--- src/rtl/wb_pkg.sv ---
// Shared types and helpers for the writeback arbiter: source ids, buffered entry
// layout and the round-robin winner search.
package wb_pkg;

  localparam int SRC_MEM = 0;
  localparam int SRC_CSR = 1;
  localparam int SRC_MUL = 2;
  localparam int SRC_DIV = 3;
  localparam int SRC_ALU = 4;

  localparam int WB_XLEN = 32;
  localparam int WB_RW   = 5;
  localparam int RR_MAX  = 32;

  typedef struct packed {
    logic [WB_RW-1:0]   rd;
    logic [WB_XLEN-1:0] res;
    logic               fpu;
  } wb_entry_t;

  typedef struct packed {
    logic       found;
    logic [4:0] idx;
  } rr_pick_t;

  // First set bit of nonempty at or after ptr, wrapping modulo n (n <= RR_MAX).
  function automatic rr_pick_t rr_pick(input logic [RR_MAX-1:0] nonempty,
                                       input int ptr, input int n);
    rr_pick_t r;
    int       j;
    r = '0;
    for (int k = 0; k < RR_MAX; k++) begin
      if (k < n && !r.found) begin
        j = ptr + k;
        if (j >= n) j = j - n;
        if (nonempty[j[4:0]]) begin
          r.found = 1'b1;
          r.idx   = j[4:0];
        end
      end
    end
    return r;
  endfunction

endpackage

--- src/rtl/wb_src_fifo.sv ---
// Per-source circular buffer with a registered occupancy count.
// full/empty come from registered state only; flush discards everything, including a same-cycle push.
module wb_src_fifo #(
  parameter int DEPTH = 2,
  parameter int XLEN  = 32,
  parameter int RW    = 5
) (
  input  logic             clk,
  input  logic             Rst,
  input  logic             push,
  input  logic             pop,
  input  logic             flush,
  input  logic [RW+XLEN:0] din,
  output logic [RW+XLEN:0] dout,
  output logic             full,
  output logic             empty
);

  localparam int AW = (DEPTH > 1) ? $clog2(DEPTH) : 1;

  logic [RW+XLEN:0] mem_q [DEPTH];
  logic [AW-1:0]    wr_q, rd_q;
  logic [AW:0]      cnt_q;
  logic             do_push, do_pop;

  assign full    = (cnt_q == (AW+1)'(DEPTH));
  assign empty   = (cnt_q == '0);
  assign do_push = push && !full;
  assign do_pop  = pop && !empty;
  assign dout    = mem_q[rd_q];

  // DEPTH is a power of two, so the pointers wrap naturally.
  always_ff @(posedge clk) begin
    if (Rst || flush) begin
      wr_q  <= '0;
      rd_q  <= '0;
      cnt_q <= '0;
    end else begin
      if (do_push) begin
        mem_q[wr_q] <= din;
        wr_q        <= wr_q + 1'b1;
      end
      if (do_pop) rd_q <= rd_q + 1'b1;
      if (do_push && !do_pop)      cnt_q <= cnt_q + 1'b1;
      else if (!do_push && do_pop) cnt_q <= cnt_q - 1'b1;
    end
  end

endmodule

--- src/rtl/writeback_arb.sv ---
// Round-robin arbiter from NSRC buffered producers onto one registered register-file
// write port, plus the WB->ID forwarding register. Push-to-wb latency is 2 cycles.
module writeback_arb
  import wb_pkg::*;
#(
  parameter int XLEN  = 32,
  parameter int NSRC  = 5,
  parameter int DEPTH = 2,
  parameter int RW    = 5
) (
  input  logic                    clk,
  input  logic                    Rst,
  input  logic                    hold,
  input  logic                    flush,
  input  logic [NSRC-1:0]         src_valid,
  output logic [NSRC-1:0]         src_ready,
  input  logic [NSRC*RW-1:0]      src_rd,
  input  logic [NSRC*XLEN-1:0]    src_res,
  input  logic [NSRC-1:0]         src_fpu,
  output logic                    wb_valid,
  output logic [RW-1:0]           wb_rd,
  output logic [XLEN-1:0]         wb_res,
  output logic                    wb_fpusrc,
  output logic [$clog2(NSRC)-1:0] wb_src,
  output logic [RW-1:0]           fwd_rd,
  output logic [XLEN-1:0]         fwd_res,
  output logic                    fwd_regwrite,
  output logic                    fwd_fpusrc,
  output logic                    busy
);

  localparam int SW = $clog2(NSRC);
  localparam int EW = RW + XLEN + 1;

  logic [NSRC-1:0] push, pop, full, empty;
  logic [EW-1:0]   head [NSRC];
  logic [EW-1:0]   win;
  rr_pick_t        pick;
  logic [SW-1:0]   pick_idx;

  logic [SW-1:0]   rr_q;
  logic            wb_valid_q, wb_fpu_q, fwd_rw_q, fwd_fpu_q;
  logic [RW-1:0]   wb_rd_q, fwd_rd_q;
  logic [XLEN-1:0] wb_res_q, fwd_res_q;
  logic [SW-1:0]   wb_src_q;

  assign pick     = rr_pick(RR_MAX'(~empty), 32'(rr_q), NSRC);
  assign pick_idx = pick.idx[SW-1:0];

  for (genvar g = 0; g < NSRC; g++) begin : g_src
    assign push[g]      = src_valid[g] && !full[g];
    assign pop[g]       = pick.found && !hold && !flush && (pick_idx == SW'(g));
    assign src_ready[g] = !full[g];

    wb_src_fifo #(.DEPTH(DEPTH), .XLEN(XLEN), .RW(RW)) u_fifo (
      .clk   (clk),
      .Rst   (Rst),
      .push  (push[g]),
      .pop   (pop[g]),
      .flush (flush),
      .din   ({src_rd[g*RW +: RW], src_res[g*XLEN +: XLEN], src_fpu[g]}),
      .dout  (head[g]),
      .full  (full[g]),
      .empty (empty[g])
    );
  end

  always_comb begin
    win = '0;
    for (int i = 0; i < NSRC; i++) begin
      if (pick_idx == SW'(i)) win = head[i];
    end
  end

  // Integer x0 entries still drain their FIFO but never assert the write enable.
  always_ff @(posedge clk) begin
    if (Rst) begin
      rr_q       <= '0;
      wb_valid_q <= 1'b0;
      wb_rd_q    <= '0;
      wb_res_q   <= '0;
      wb_fpu_q   <= 1'b0;
      wb_src_q   <= '0;
      fwd_rd_q   <= '0;
      fwd_res_q  <= '0;
      fwd_rw_q   <= 1'b0;
      fwd_fpu_q  <= 1'b0;
    end else if (!hold) begin
      fwd_rd_q  <= wb_rd_q;
      fwd_res_q <= wb_res_q;
      fwd_rw_q  <= wb_valid_q;
      fwd_fpu_q <= wb_fpu_q;
      if (pick.found && !flush) begin
        wb_valid_q <= !((win[EW-1 -: RW] == '0) && !win[0]);
        wb_rd_q    <= win[EW-1 -: RW];
        wb_res_q   <= win[XLEN:1];
        wb_fpu_q   <= win[0];
        wb_src_q   <= pick_idx;
        rr_q       <= (pick_idx == SW'(NSRC-1)) ? '0 : pick_idx + 1'b1;
      end else begin
        wb_valid_q <= 1'b0;
      end
    end
  end

  assign wb_valid     = wb_valid_q;
  assign wb_rd        = wb_rd_q;
  assign wb_res       = wb_res_q;
  assign wb_fpusrc    = wb_fpu_q;
  assign wb_src       = wb_src_q;
  assign fwd_rd       = fwd_rd_q;
  assign fwd_res      = fwd_res_q;
  assign fwd_regwrite = fwd_rw_q;
  assign fwd_fpusrc   = fwd_fpu_q;
  assign busy         = |(~empty);

endmodule

--- config.mk ---
export PLATFORM = sky130hd
export DESIGN_NAME = writeback_arb
export DESIGN_NICKNAME = d
export VERILOG_FILES = /design/src/rtl/wb_pkg.sv /design/src/rtl/wb_src_fifo.sv /design/src/rtl/writeback_arb.sv
export SDC_FILE = /design/constraint.sdc
export NUM_CORES = 1
export LEC_CHECK = 0
export ABC_AREA = 1
export ABC_CLOCK_PERIOD_IN_PS = 10900
export CORE_MARGIN = 8
export CORE_UTILIZATION = 59
export DETAILED_ROUTE_END_ITERATION = 12
export PLACE_DENSITY_LB_ADDON = 0.15
export SLEW_MARGIN = 20
export SYNTH_ARGS = -nofsm -noshare
export SYNTH_HDL_FRONTEND = slang
export SYNTH_SLANG_ARGS = --single-unit
--- constraint.sdc ---
create_clock -name clk -period 10.9 [get_ports clk]
set_clock_uncertainty 0.05 [all_clocks]
set_input_delay 2.18 -clock clk [delete_from_list [all_inputs] [get_ports clk]]
set_output_delay 2.18 -clock clk [all_outputs]
set_load 0.01 [all_outputs]
# Word-level counts from Yosys, hierarchy flattened

Memories as Yosys holds them, arrays and structs flattened. A register that Yosys moved wholly into a read port is not among the register bits.
Index checks and enable logic that the tools add are counted.

Register bits after elaboration: 104
RAM bits: 380
Input port bits: 199
Output and inout bits: 87
Logic and storage cells: 225
Memories kept: 5

Add/subtract/negate cells: 30
$lt $le $gt $ge: 10
Equal/unequal tests: 9
Multiplexer cells: 70
Bitwise logic cells: 3
Reductions and logical operators: 73

Memory list:

| name                  | words | bits a word | read ports | clocked after memory_dff | wr ports | line              | source |
|---|---|---|---|---|---|---|---|
| g_src[0].u_fifo.mem_q | 2     | 38          | 1          | 1                        | 1        | wb_src_fifo.sv:21 | `logic [RW+XLEN:0] mem_q [DEPTH];` |
| g_src[1].u_fifo.mem_q | 2     | 38          | 1          | 1                        | 1        | wb_src_fifo.sv:21 |  |
| g_src[2].u_fifo.mem_q | 2     | 38          | 1          | 1                        | 1        | wb_src_fifo.sv:21 |  |
| g_src[3].u_fifo.mem_q | 2     | 38          | 1          | 1                        | 1        | wb_src_fifo.sv:21 |  |
| g_src[4].u_fifo.mem_q | 2     | 38          | 1          | 1                        | 1        | wb_src_fifo.sv:21 |  |

Operator list:

| kind                                                              | count |
|---|---|
| 2-to-1 mux 38 bit                                                 | 5 |
| 2-to-1 mux 6 bit                                                  | 9 |
| 2-to-1 mux 5 bit                                                  | 9 |
| logical AND 1 bit                                                 | 34 |
| NOT 5 -> 32 bit                                                   | 1 |
| 2-to-1 mux 1 bit                                                  | 31 |
| < comparator 5 x 6 -> 1 bit, second input constant                | 5 |
| binary-select mux 1 bit (select 5 bit)                            | 5 |
| logical NOT 1 bit                                                 | 24 |
| 2-to-1 mux 2 bit                                                  | 10 |
| subtractor 4 x 3 -> 5 bit, second input constant                  | 4 |
| greater-or-equal comparator 4 x 3 -> 1 bit, second input constant | 4 |
| adder 1 bit, second input constant                                | 10 |
| adder 2 x 1 -> 2 bit, second input constant                       | 5 |
| == test 2 bit, second input constant                              | 5 |
| logical NOT 2 bit                                                 | 5 |
| nonzero test 2 bit                                                | 5 |
| subtractor 2 x 1 -> 2 bit, second input constant                  | 5 |
| adder 3 x 2 -> 4 bit, second input constant                       | 2 |
| == test 3 x 2 -> 1 bit, second input constant                     | 2 |
| logical NOT 5 bit                                                 | 1 |
| NOT 5 bit                                                         | 1 |
| OR reduction 5 bit                                                | 1 |
| adder 3 x 1 -> 4 bit, second input constant                       | 1 |
| other kinds (11)                                                  | 11 |

# Depth between registers and ports, before layout

Gate-level depths: netlist (run 1).

Depth after elaboration: 35
Gate-level depth with buffers: 33

# By module

A second synthesis (run 1) with hierarchy kept.

Cell total of the unflattened synthesis: 1775
Area total of the unflattened synthesis: 21484.4 um^2

Modules (own cells, without submodules):

| module        | instances | cells each | area each (um^2) | sequential area each (um^2) |
|---|---|---|---|---|
| wb_src_fifo   | 5         | 157        | 3075.4           | 2382.3 |
| writeback_arb | 1         | 990        | 6107.1           | 1681.6 |

# Worst setup path before layout (run 1)

OpenSTA, ideal clock, no wires.

Path kind: input to register
Start: input Rst
End: memory g_src[1].u_fifo.mem_q[1][0] in the netlist's numbering (enable)
Library setup time: 0.480 ns
Arrival: 5.471 ns
Required time: 10.370 ns
Slack: 4.899 ns
Stages: 5
Buffers on the path: 2
Path through: clkbuf_1 > nor2_1 > inv_1 > clkbuf_1 > nor3_1

Cells in the longest elaborated chain, start to end: 3

RTL lines:

| item                                   | line                | source |
|---|---|---|
| from (decl)                            | writeback_arb.sv:12 | `input logic Rst,` |
| logical OR 1 bit                       | wb_src_fifo.sv:34   | `if (Rst \|\| flush) begin` |
| 2-to-1 mux 1 bit                       | wb_src_fifo.sv:34   |  |
| 2-to-1 mux 1 bit (implied by the code) | wb_src_fifo.sv:40   | `mem_q[wr_q] <= din;` |
| to (decl)                              | wb_src_fifo.sv:21   |  |

Every way passes these cells.

==> impl_metrics.env, run 1 <==
export IMPL_core_rowCount=68
export IMPL_tns_ns=0
export IMPL_grt_remaining_overflow=0
export IMPL_synth_seq_area_share=0.668
export IMPL_synth_fa_ha_area_frac=0.0151
export IMPL_cp_max_fo=44
export IMPL_wl_per_cell_um=21.6
export IMPL_cp_arrival_ns=6.54
export IMPL_area_delta_synth_final_pct=24.2
export IMPL_postRouteAntennaNets=0
export IMPL_cp_required_ns=11.30
export IMPL_drive_gt1_frac=0.116
export IMPL_tightest_slew_ns=1.07
export IMPL_utilization=0.737
export IMPL_ys_warn_count=0
export IMPL_maxSlewHeadroom=0.290
export IMPL_postSynthCellCount=1740
export IMPL_synth_compound_area_frac=0.0793
export IMPL_grt_pass1_vias=14500
export IMPL_avgSynthCellArea_um2=11.7
export IMPL_hold_path_startpoint="g_src[4].u_fifo.wr_q$_SDFFE_PP0P_"
export IMPL_n_fill_cell=2337
export IMPL_routed_wl_um=54300
export IMPL_ctsHoldBuffers=0
export IMPL_cts_tree="yes"
export IMPL_antenna_found_initial=5
export IMPL_clk_insertion_delay_late_ns=0.58
export IMPL_finalSetupViolations=0
export IMPL_yosysUniqueCellTypes=39
export IMPL_dpl_hpwl_um=36800
export IMPL_r2r_cells=26
export IMPL_outcome="complete, no violations"
export IMPL_clk_pin_slew_ns=0.06
export IMPL_end_kind="flip-flop"
export IMPL_synthXorXnorAreaFrac=0.00301
export IMPL_cts_buffer_depth=3
export IMPL_multi_input_area_um2=6100
export IMPL_synth_seq_cells=489
export IMPL_grt_pass1_wl_um=83000
export IMPL_synth_edff_count=380
export IMPL_postCtsSetupBuffers=0
export IMPL_htree_num_levels=2
export IMPL_syn_nets=1963
export IMPL_synth_top_cell_area_share=0.561
export IMPL_drv_cap=0
export IMPL_yosysTopAreaCell="edfxtp_1"
export IMPL_muxShareOfSynthArea=0.0612
export IMPL_period_share=0.563
export IMPL_cp_start_kind="flip-flop"
export IMPL_slew_violations=0
export IMPL_via_count=14300
export IMPL_r2r_end="g_src[2].u_fifo.cnt_q[1]$_SDFFE_PP0P_"
export IMPL_die_w_um=202
export IMPL_cts_root_buffer="clkbuf_16"
export IMPL_period_needed_ns=6.13
export IMPL_die_y_um=202
export IMPL_netlist_area_um2=20300
export IMPL_setup_slack_ns=4.77
export IMPL_cts_buffers=49
export IMPL_synthArstFlopShare=0
export IMPL_vias_per_cell=5.68
export IMPL_max_freq_mhz=163
export IMPL_dieArea_um2=40700
export IMPL_hold_viol_final=0
export IMPL_synth_top_flop_cell="edfxtp_1"
export IMPL_whs_path_depth=2
export IMPL_clock_sinks=489
export IMPL_min_path_type="reg2reg"
export IMPL_synth_top_family_by_area="simple AND/OR/NAND/NOR gates"
export IMPL_final_nets=2233
export IMPL_place_ws_ns=4.89
export IMPL_rsz0062_at_grt="no"
export IMPL_min_to="g_src[4].u_fifo.wr_q$_SDFFE_PP0P_"
export IMPL_first_pass_iters=5
export IMPL_yosys_area_share_simple=0.138
export IMPL_grt_max_degree=51
export IMPL_rrSetupSlack_ns=4.77
export IMPL_ff_latch_area_um2=13600
export IMPL_critical_path_class="reg2reg"
export IMPL_rr_startpoint="rr_q[0]$_SDFFE_PP0P_"
export IMPL_num_io_pins=286
export IMPL_cts_resized_gates=0
export IMPL_portBuffers=285
export IMPL_coreArea_um2=34300
export IMPL_first_iter_violations=1107
export IMPL_start_util=0.593
export IMPL_grt_usage=0.260
export IMPL_netlist_top_cells_area="edfxtp_1, dfxtp_1, nand2_1"
export IMPL_drc_errors=0
export IMPL_place_gp_congestion=0.884
cells by family (layout without fill, tap and decap cells):
| group | after synthesis | count (layout) |
|---|---|---|
| compound gates | 277 | 277 |
| xor+xnor | 7 | 7 |
| fa+ha+maj | 24 | 24 |
| buf+inv | 170 | 481 |
| flops | 489 | 489 |
| mux | 115 | 115 |
| other cells | 0 | 6 |
| simple gates | 658 | 658 |
final cells by class:
cell class	instances	area share
antenna	6	0.000594
multi-input combinational	1081	0.241
sequential	489	0.538
tap	455	0.0225
clock inverter	36	0.0147
timing repair buffer	307	0.120
inverter	82	0.0122
clock buffer	56	0.0504
cell usage in the layout (no fill, tap or decap), types with 20 or more instances in the layout:
master	Yosys	routed
a21oi_1	72	72
o211ai_2	21	21
o21ai_0	153	153
nor2_1	219	214
inv_1	76	71
dfxtp_1	109	106
ha_1	23	23
buf_4	1	20
edfxtp_1	380	380
clkbuf_16	0	50
mux2_2	76	76
mux2i_1	39	39
nand2_1	267	267
nand3_1	130	130
clkdlybuf4s50_1	0	285
o211ai_1	20	20
flip-flops by register name (all words and copies together), names as in the netlist, named ones only:
register            cells
g_src.u_fifo.mem_q    380
fwd_res                32
wb_res                 32
g_src.u_fifo.cnt_q     10
fwd_rd                  5
g_src.u_fifo.rd_q       5
g_src.u_fifo.wr_q       5
wb_rd                   5
rr_q                    3
wb_src                  3
fwd_fpusrc              1
fwd_regwrite            1
wb_fpusrc               1
wb_valid                1
how the worst max path moves through the flow:
stage | slack [ns] | depth (start not counted) | startpoint | endpoint
detailed placement | 4.89 | 26 | rr_q[0]$_SDFFE_PP0P_ | g_src[2].u_fifo.cnt_q[1]$_SDFFE_PP0P_
finish | 4.77 | 26 | rr_q[0]$_SDFFE_PP0P_ | g_src[2].u_fifo.cnt_q[1]$_SDFFE_PP0P_
CTS | 4.88 | 26 | rr_q[0]$_SDFFE_PP0P_ | g_src[2].u_fifo.cnt_q[1]$_SDFFE_PP0P_
floorplan | 4.90 | 5 | Rst | g_src[1].u_fifo.mem_q[1][0]$_DFFE_PP_
global placement | 5.13 | 26 | rr_q[0]$_SDFFE_PP0P_ | g_src[2].u_fifo.cnt_q[1]$_SDFFE_PP0P_
global route | 4.25 | 26 | rr_q[0]$_SDFFE_PP0P_ | g_src[2].u_fifo.cnt_q[1]$_SDFFE_PP0P_
cells in the mapped netlist, types with 6 or more instances:
cell      number
nor3_1         6
nand3_2        6
nand2_1      267
nand3_1      130
ha_1          23
a21oi_1       72
nor2_1       219
buf_2         22
o211ai_2      21
edfxtp_1     380
dfxtp_1      109
clkbuf_1      57
nand4_1       11
o211ai_1      20
inv_1         76
inv_2          6
mux2_2        76
nand2_2        6
buf_6          6
xor2_1         6
mux2i_1       39
o21ai_0      153
critical path: stages (launching register included):
cell     delay [ns]
dfxtp_1        0.75
inv_2          0.25
ha_1           0.44
inv_2          0.14
nand2_1        0.11
nand2_4        0.15
nand4_1        0.17
nand2_1        0.14
nand2_1        0.06
nand3_1        0.09
nand2_1        0.05
nand2_1        0.14
nand3_2        0.10
nor2_2         0.15
nand2_1        0.16
o21ai_0        0.46
inv_1          0.15
ha_1           0.24
nand3_2        0.07
buf_4          0.43
inv_1          0.61
nand3_1        0.30
ha_1           0.29
a21oi_1        0.12
o21ai_0        0.12
o21ai_0        0.16
a21oi_1        0.05
routing by layer:
layer / share of wire / wire (um) / track usage / vias up
met5: 0 / 0 / 0 / -
met4: 0.034 / 1870 / 0.105 / 0
met3: 0.057 / 3090 / 0.0405 / 103
met2: 0.52 / 28100 / 0.454 / 521
met1: 0.39 / 21200 / 0.321 / 6945
li1: - / - / - / 6692
per-stage QoR:
step	cell area, um^2	std cells	hold slack, ns
detailed placement	23600	2414	0.408
finish	25300	2512	0.422
global placement	23600	2412	0.402
global route	25300	2511	0.439
floorplan	20300	1740	0.394
CTS	25300	2506	0.416
Power of run 1 is left out: the tool's default activity adds up to more than one toggle a clock period on the data nets, which glitch-free logic cannot reach.
==> run 2, diff against run 1 <==
Settings changed: ABC_CLOCK_PERIOD_IN_PS 10900 to 5550, CORE_UTILIZATION 59 to 49.
Clock period 10.9 ns to 5.55 ns, I/O delays scaled along.
==> impl_metrics.env, run 2 (same netlist as run 1, synthesis figures left out) <==
export IMPL_grt_pass1_wl_um=85200
export IMPL_wl_per_cell_um=21.6
export IMPL_place_gp_congestion=0.838
export IMPL_drv_cap=0
export IMPL_hold_viol_final=0
export IMPL_n_fill_cell=3264
export IMPL_outcome="complete, no violations"
export IMPL_place_inst=2507
export IMPL_largest_reg_flops=380
export IMPL_cp_max_fo=12
export IMPL_cp_arrival_ns=5.42
export IMPL_crit_start="rr_q[1]$_SDFFE_PP0P_"
export IMPL_wl_met1_um=22600
export IMPL_cts_buffer_depth=3
export IMPL_grt_remaining_overflow=0
export IMPL_routed_wl_um=56200
export IMPL_utilization=0.625
export IMPL_max_stage_delay_ns=0.51
export IMPL_antenna_found_initial=6
export IMPL_met3RoutedLength_um=2570
export IMPL_die_w_um=220
export IMPL_grt_usage=0.231
export IMPL_coreArea_um2=40900
export IMPL_cp_start_kind="flip-flop"
export IMPL_r2r_end="g_src[1].u_fifo.cnt_q[1]$_SDFFE_PP0P_"
export IMPL_start_util=0.497
export IMPL_drc_errors=0
export IMPL_rrSetupSlack_ns=0.56
export IMPL_first_pass_iters=5
export IMPL_clock_sinks=489
export IMPL_die_y_um=220
export IMPL_critPathSlowestCell="dfxtp_1"
export IMPL_max_freq_mhz=201
export IMPL_ctsHoldBuffers=0
export IMPL_period_needed_ns=4.99
export IMPL_postRouteAntennaNets=0
export IMPL_tns_ns=0
export IMPL_portBuffers=285
export IMPL_clk_pin_slew_ns=0.06
export IMPL_drive_gt1_frac=0.125
export IMPL_area_delta_synth_final_pct=25.8
export IMPL_core_rowCount=74
export IMPL_cp_common_cell="nand2_1"
export IMPL_vias_per_cell=5.38
export IMPL_via_count=14000
export IMPL_cts_root_buffer="clkbuf_16"
export IMPL_grt_pass1_vias=14500
export IMPL_dpl_hpwl_um=39700
export IMPL_tightest_slew_ns=0.820
export IMPL_dieArea_um2=48300
export IMPL_routed_top_layer="met5"
export IMPL_largest_register="g_src.u_fifo.mem_q"
export IMPL_min_path_type="reg2reg"
export IMPL_cts_tree="yes"
export IMPL_hold_path_startpoint="g_src[2].u_fifo.wr_q$_SDFFE_PP0P_"
export IMPL_final_nets=2252
export IMPL_end_kind="flip-flop"
export IMPL_rr_startpoint="rr_q[1]$_SDFFE_PP0P_"
export IMPL_cp_endpoint="g_src[1].u_fifo.cnt_q[1]$_SDFFE_PP0P_"
export IMPL_num_io_pins=286
export IMPL_r2r_cells=24
export IMPL_first_iter_violations=1118
export IMPL_cp_required_ns=5.98
export IMPL_htree_num_levels=2
export IMPL_finalNonFillerCells=2607
export IMPL_slew_violations=0
export IMPL_wl_met2_um=28900
export IMPL_clk_insertion_delay_late_ns=0.61
export IMPL_final_common_cell="edfxtp_1"
export IMPL_layout_common_cells="edfxtp_1, clkdlybuf4s50_1, nand2_1"
export IMPL_cts_buffers=52
export IMPL_critical_path_class="reg2reg"
export IMPL_period_share=0.899
export IMPL_maxSlewHeadroom=0.452
export IMPL_rsz0062_at_grt="no"
export IMPL_grt_max_degree=52
export IMPL_path_cells="inv_1, ha_1, inv_2, nand2_1, nand2_4, nand4_1, nand2_1, nand2_1, nand3_1, nand2_1, nand2_1, nand3_2, nor2_2, nand2_1, o21ai_1, ha_1, inv_1, nor2_4, nand3_1, ha_1, a21oi_1, o21ai_0, o21ai_0, a21oi_1"
export IMPL_finalSetupViolations=0
[run 2: cell count changes in the layout (fill, tap and decap cells not counted), sizes merged]
cell | previous run | this run
buf | 22 | 38
inv | 83 | 85
clkinvlp | 1 | 0
clkinv | 27 | 20
clkbuf | 56 | 66
bufinv | 7 | 5
[run 2: how the worst min path moves through the flow]
stage	to	slack (ns)	depth (start not counted)
floorplan	g_src[0].u_fifo.wr_q$_SDFFE_PP0P_	0.39	2
global placement	g_src[3].u_fifo.wr_q$_SDFFE_PP0P_	0.40	2
detailed placement	g_src[0].u_fifo.wr_q$_SDFFE_PP0P_	0.41	2
CTS	g_src[0].u_fifo.wr_q$_SDFFE_PP0P_	0.42	2
global route	g_src[2].u_fifo.wr_q$_SDFFE_PP0P_	0.44	2
finish	g_src[2].u_fifo.wr_q$_SDFFE_PP0P_	0.42	2
[run 2: cell type report]
type                    instances  area [um^2]  area share
diodes                          6         15.0    0.000587
clock buffers                  66         1380      0.0541
clock inverters                28          322      0.0126
inverters                      82          308      0.0120
multi-input cells            1081         6100       0.239
flip-flops and latches        489        13600       0.531
well taps                     532          666      0.0260
repair buffers                323         3190       0.125
[run 2: routing by layer]
| layer | GRT usage | vias up |
|---|---|---|
| met5 | 0 | - |
| met4 | 0.100 | 6 |
| met3 | 0.0385 | 108 |
| met2 | 0.401 | 368 |
| met1 | 0.283 | 6821 |
| li1 | - | 6717 |
[run 2: what timing repair did]
| action | 4_1_cts | 5_1_grt |
|---|---|---|
| endpoints found under the setup margin | 0 | 3 |
| buffers inserted | 0 | 0 |
| gates resized for setup | 0 | 3 |
[run 2: worst max-delay path, delay by kind of cell (launching register included)]
kind | cells | cell delay (ns)
AO/OA/AOI/OAI | 5 | 0.78
adder cells (fa/ha/maj) | 3 | 1.16
buffers and inverters | 3 | 0.53
flip-flops | 1 | 0.51
AND/OR/NAND/NOR | 13 | 1.85
[run 2: through the flow]
step | setup WS, ns | instance area [um^2] | hold slack, ns
detailed placement | 0.394 | 23900 | 0.414
finish | 0.563 | 25600 | 0.423
CTS | 0.398 | 25600 | 0.423
floorplan | 0.619 | 20300 | 0.394
global route | 0.0373 | 25600 | 0.445
global placement | 0.517 | 23900 | 0.402
Power of run 2 is left out for the same reason.
==> run 3, diff against run 2 <==
Settings changed: CORE_MARGIN 8 to 2, CORE_UTILIZATION 49 to 50, SYNTH_HIERARCHICAL set to 1.
==> impl_metrics.env, run 3 <==
export IMPL_outcome="complete, no violations"
export IMPL_multi_input_area_um2=6930
export IMPL_cts_buffer_depth=3
export IMPL_period_needed_ns=5.10
export IMPL_critPathSlowestCell="dfxtp_1"
export IMPL_synthArstFlopShare=0
export IMPL_drc_errors=0
export IMPL_grt_met2_usage=0.442
export IMPL_dpl_hpwl_um=39300
export IMPL_grt_usage=0.246
export IMPL_routed_wl_um=55300
export IMPL_yosysTopAreaCell="edfxtp_1"
export IMPL_vias_per_cell=5.35
export IMPL_cp_required_ns=6.04
export IMPL_period_share=0.919
export IMPL_max_freq_mhz=196
export IMPL_rr_startpoint="rr_q[1]$_SDFFE_PP0P_"
export IMPL_netlist_area_um2=21500
export IMPL_synth_edff_count=380
export IMPL_cts_tree="yes"
export IMPL_clock_sinks=489
export IMPL_coreArea_um2=42100
export IMPL_dieArea_um2=44600
export IMPL_antenna_found_initial=10
export IMPL_clk_pin_slew_ns=0.06
export IMPL_critical_path_class="reg2reg"
export IMPL_portBuffers=285
export IMPL_ctsHoldBuffers=0
export IMPL_cp_arrival_ns=5.59
export IMPL_die_w_um=211
export IMPL_core_rowCount=75
export IMPL_maxSlewHeadroom=0.308
export IMPL_grt_util_met1=0.286
export IMPL_synth_seq_area_share=0.633
export IMPL_grt_pass1_vias=14600
export IMPL_layout_common_cells="edfxtp_1, nand2_1, clkdlybuf4s50_1"
export IMPL_grt_pass1_wl_um=82400
export IMPL_n_fill_cell=3358
export IMPL_largest_register="g_src.u_fifo/mem_q"
export IMPL_cts_buffers=51
export IMPL_synth_seq_cells=489
export IMPL_wl_per_cell_um=20.8
export IMPL_synth_most_common_cell="edfxtp_1"
export IMPL_drv_cap=0
export IMPL_netlist_top_cells_area="edfxtp_1, dfxtp_1, mux2_4"
export IMPL_postSynthCellCount=1775
export IMPL_clk_insertion_delay_late_ns=0.60
export IMPL_via_count=14200
export IMPL_postRouteAntennaNets=0
export IMPL_whs_path_depth=2
export IMPL_crit_start="rr_q[1]$_SDFFE_PP0P_"
export IMPL_final_common_cell="edfxtp_1"
export IMPL_max_stage_delay_ns=0.53
export IMPL_syn_nets=1999
export IMPL_grt_busiest_layer="met2"
export IMPL_r2r_cells=29
export IMPL_tightest_slew_ns=1.03
export IMPL_min_path_type="reg2reg"
export IMPL_synth_top_cell_area_share=0.531
export IMPL_cp_common_cell="inv_1"
export IMPL_crit_buf_inv=7
export IMPL_hold_viol_final=0
export IMPL_cp_start_kind="flip-flop"
export IMPL_tns_ns=0
export IMPL_rrSetupSlack_ns=0.45
export IMPL_synth_top_flop_cell="edfxtp_1"
export IMPL_cp_depth=29
export IMPL_cts_root_buffer="clkbuf_16"
export IMPL_place_gp_congestion=0.870
export IMPL_avgSynthCellArea_um2=12.1
export IMPL_first_pass_iters=5
export IMPL_final_nets=2295
export IMPL_ys_warn_count=6
export IMPL_cp_top_family="simple AND/OR/NAND/NOR gates"
export IMPL_cp_max_fo=17
export IMPL_num_io_pins=286
export IMPL_end_kind="flip-flop"
export IMPL_ff_latch_area_um2=13600
export IMPL_grt_remaining_overflow=0
export IMPL_die_y_um=211
export IMPL_r2r_end="g_src[3].u_fifo/cnt_q[1]$_SDFFE_PP0P_"
export IMPL_rsz0062_at_grt="no"
export IMPL_yosysUniqueCellTypes=50
export IMPL_first_iter_violations=887
export IMPL_cp_endpoint="g_src[3].u_fifo/cnt_q[1]$_SDFFE_PP0P_"
export IMPL_htree_num_levels=2
export IMPL_synth_common_cells="edfxtp_1, nand2_1, nor2_1, inv_1, o21ai_0"
export IMPL_grt_max_degree=78
export IMPL_start_util=0.510
export IMPL_use_met3=0.0509
export IMPL_largest_reg_flops=380
export IMPL_area_delta_synth_final_pct=23.4
export IMPL_drive_gt1_frac=0.168
export IMPL_slew_violations=0
export IMPL_finalSetupViolations=0
==> run 3: worst min path at each step <==
stage                                                  from                           endpoint  slack [ns]
after floorplan           g_src[0].u_fifo/wr_q$_SDFFE_PP0P_  g_src[0].u_fifo/wr_q$_SDFFE_PP0P_        0.39
after global placement    g_src[1].u_fifo/wr_q$_SDFFE_PP0P_  g_src[1].u_fifo/wr_q$_SDFFE_PP0P_        0.40
after detailed placement  g_src[4].u_fifo/wr_q$_SDFFE_PP0P_  g_src[4].u_fifo/wr_q$_SDFFE_PP0P_        0.41
after CTS                 g_src[4].u_fifo/wr_q$_SDFFE_PP0P_  g_src[4].u_fifo/wr_q$_SDFFE_PP0P_        0.42
after global routing      g_src[0].u_fifo/wr_q$_SDFFE_PP0P_  g_src[0].u_fifo/wr_q$_SDFFE_PP0P_        0.45
final                     g_src[4].u_fifo/wr_q$_SDFFE_PP0P_  g_src[4].u_fifo/wr_q$_SDFFE_PP0P_        0.41
==> run 3: worst register-to-register path: cells and delay by family, from the launching register on <==
family                   cells  cell delay, ns
buffers and inverters        7            1.17
AO/OA/AOI/OAI                3            0.59
AND/OR/NAND/NOR             15            1.52
adder cells (fa/ha/maj)      4            1.20
flip-flops                   1            0.53
==> run 3: final cells by class <==
type	instances	area share
diodes	4	0.000377
clock buffers	67	0.0512
clock inverters	28	0.00764
inverters	140	0.0202
multi-input cells	1065	0.261
flip-flops and latches	489	0.513
well taps	539	0.0254
repair buffers	324	0.121
==> run 3: stage by stage <==
stage,instances,setup slack (ns),util,cell area (um^2),hold slack (ns)
finish,2656,0.448,0.629,26500,0.413
global route,2654,0.00109,0.629,26500,0.449
CTS,2651,0.458,0.628,26500,0.417
detailed placement,2556,0.473,0.591,24900,0.408
global placement,2554,0.620,0.590,24900,0.402
floorplan,1775,0.841,-,21500,0.393
==> run 3: logic make-up after synthesis <==
group / share of synthesized area
buf+inv: 0.0481
compound gates: 0.0679
mux: 0.117
xor+xnor: 0.00122
flops: 0.633
simple gates: 0.118
fa+ha+maj: 0.0149
==> run 3: timing repair <==
action                                  4_1_cts  5_1_grt
resized for setup                             0        1
endpoints found under the setup margin        0        3
setup buffers                                 0        0
==> run 3: metal layers <==
| metal | up-vias | routed length [um] |
|---|---|---|
| met5 | - | 66 |
| met4 | 10 | 1880 |
| met3 | 106 | 3160 |
| met2 | 371 | 28900 |
| met1 | 6891 | 21300 |
| li1 | 6823 | - |
Power of run 3 is left out for the same reason.
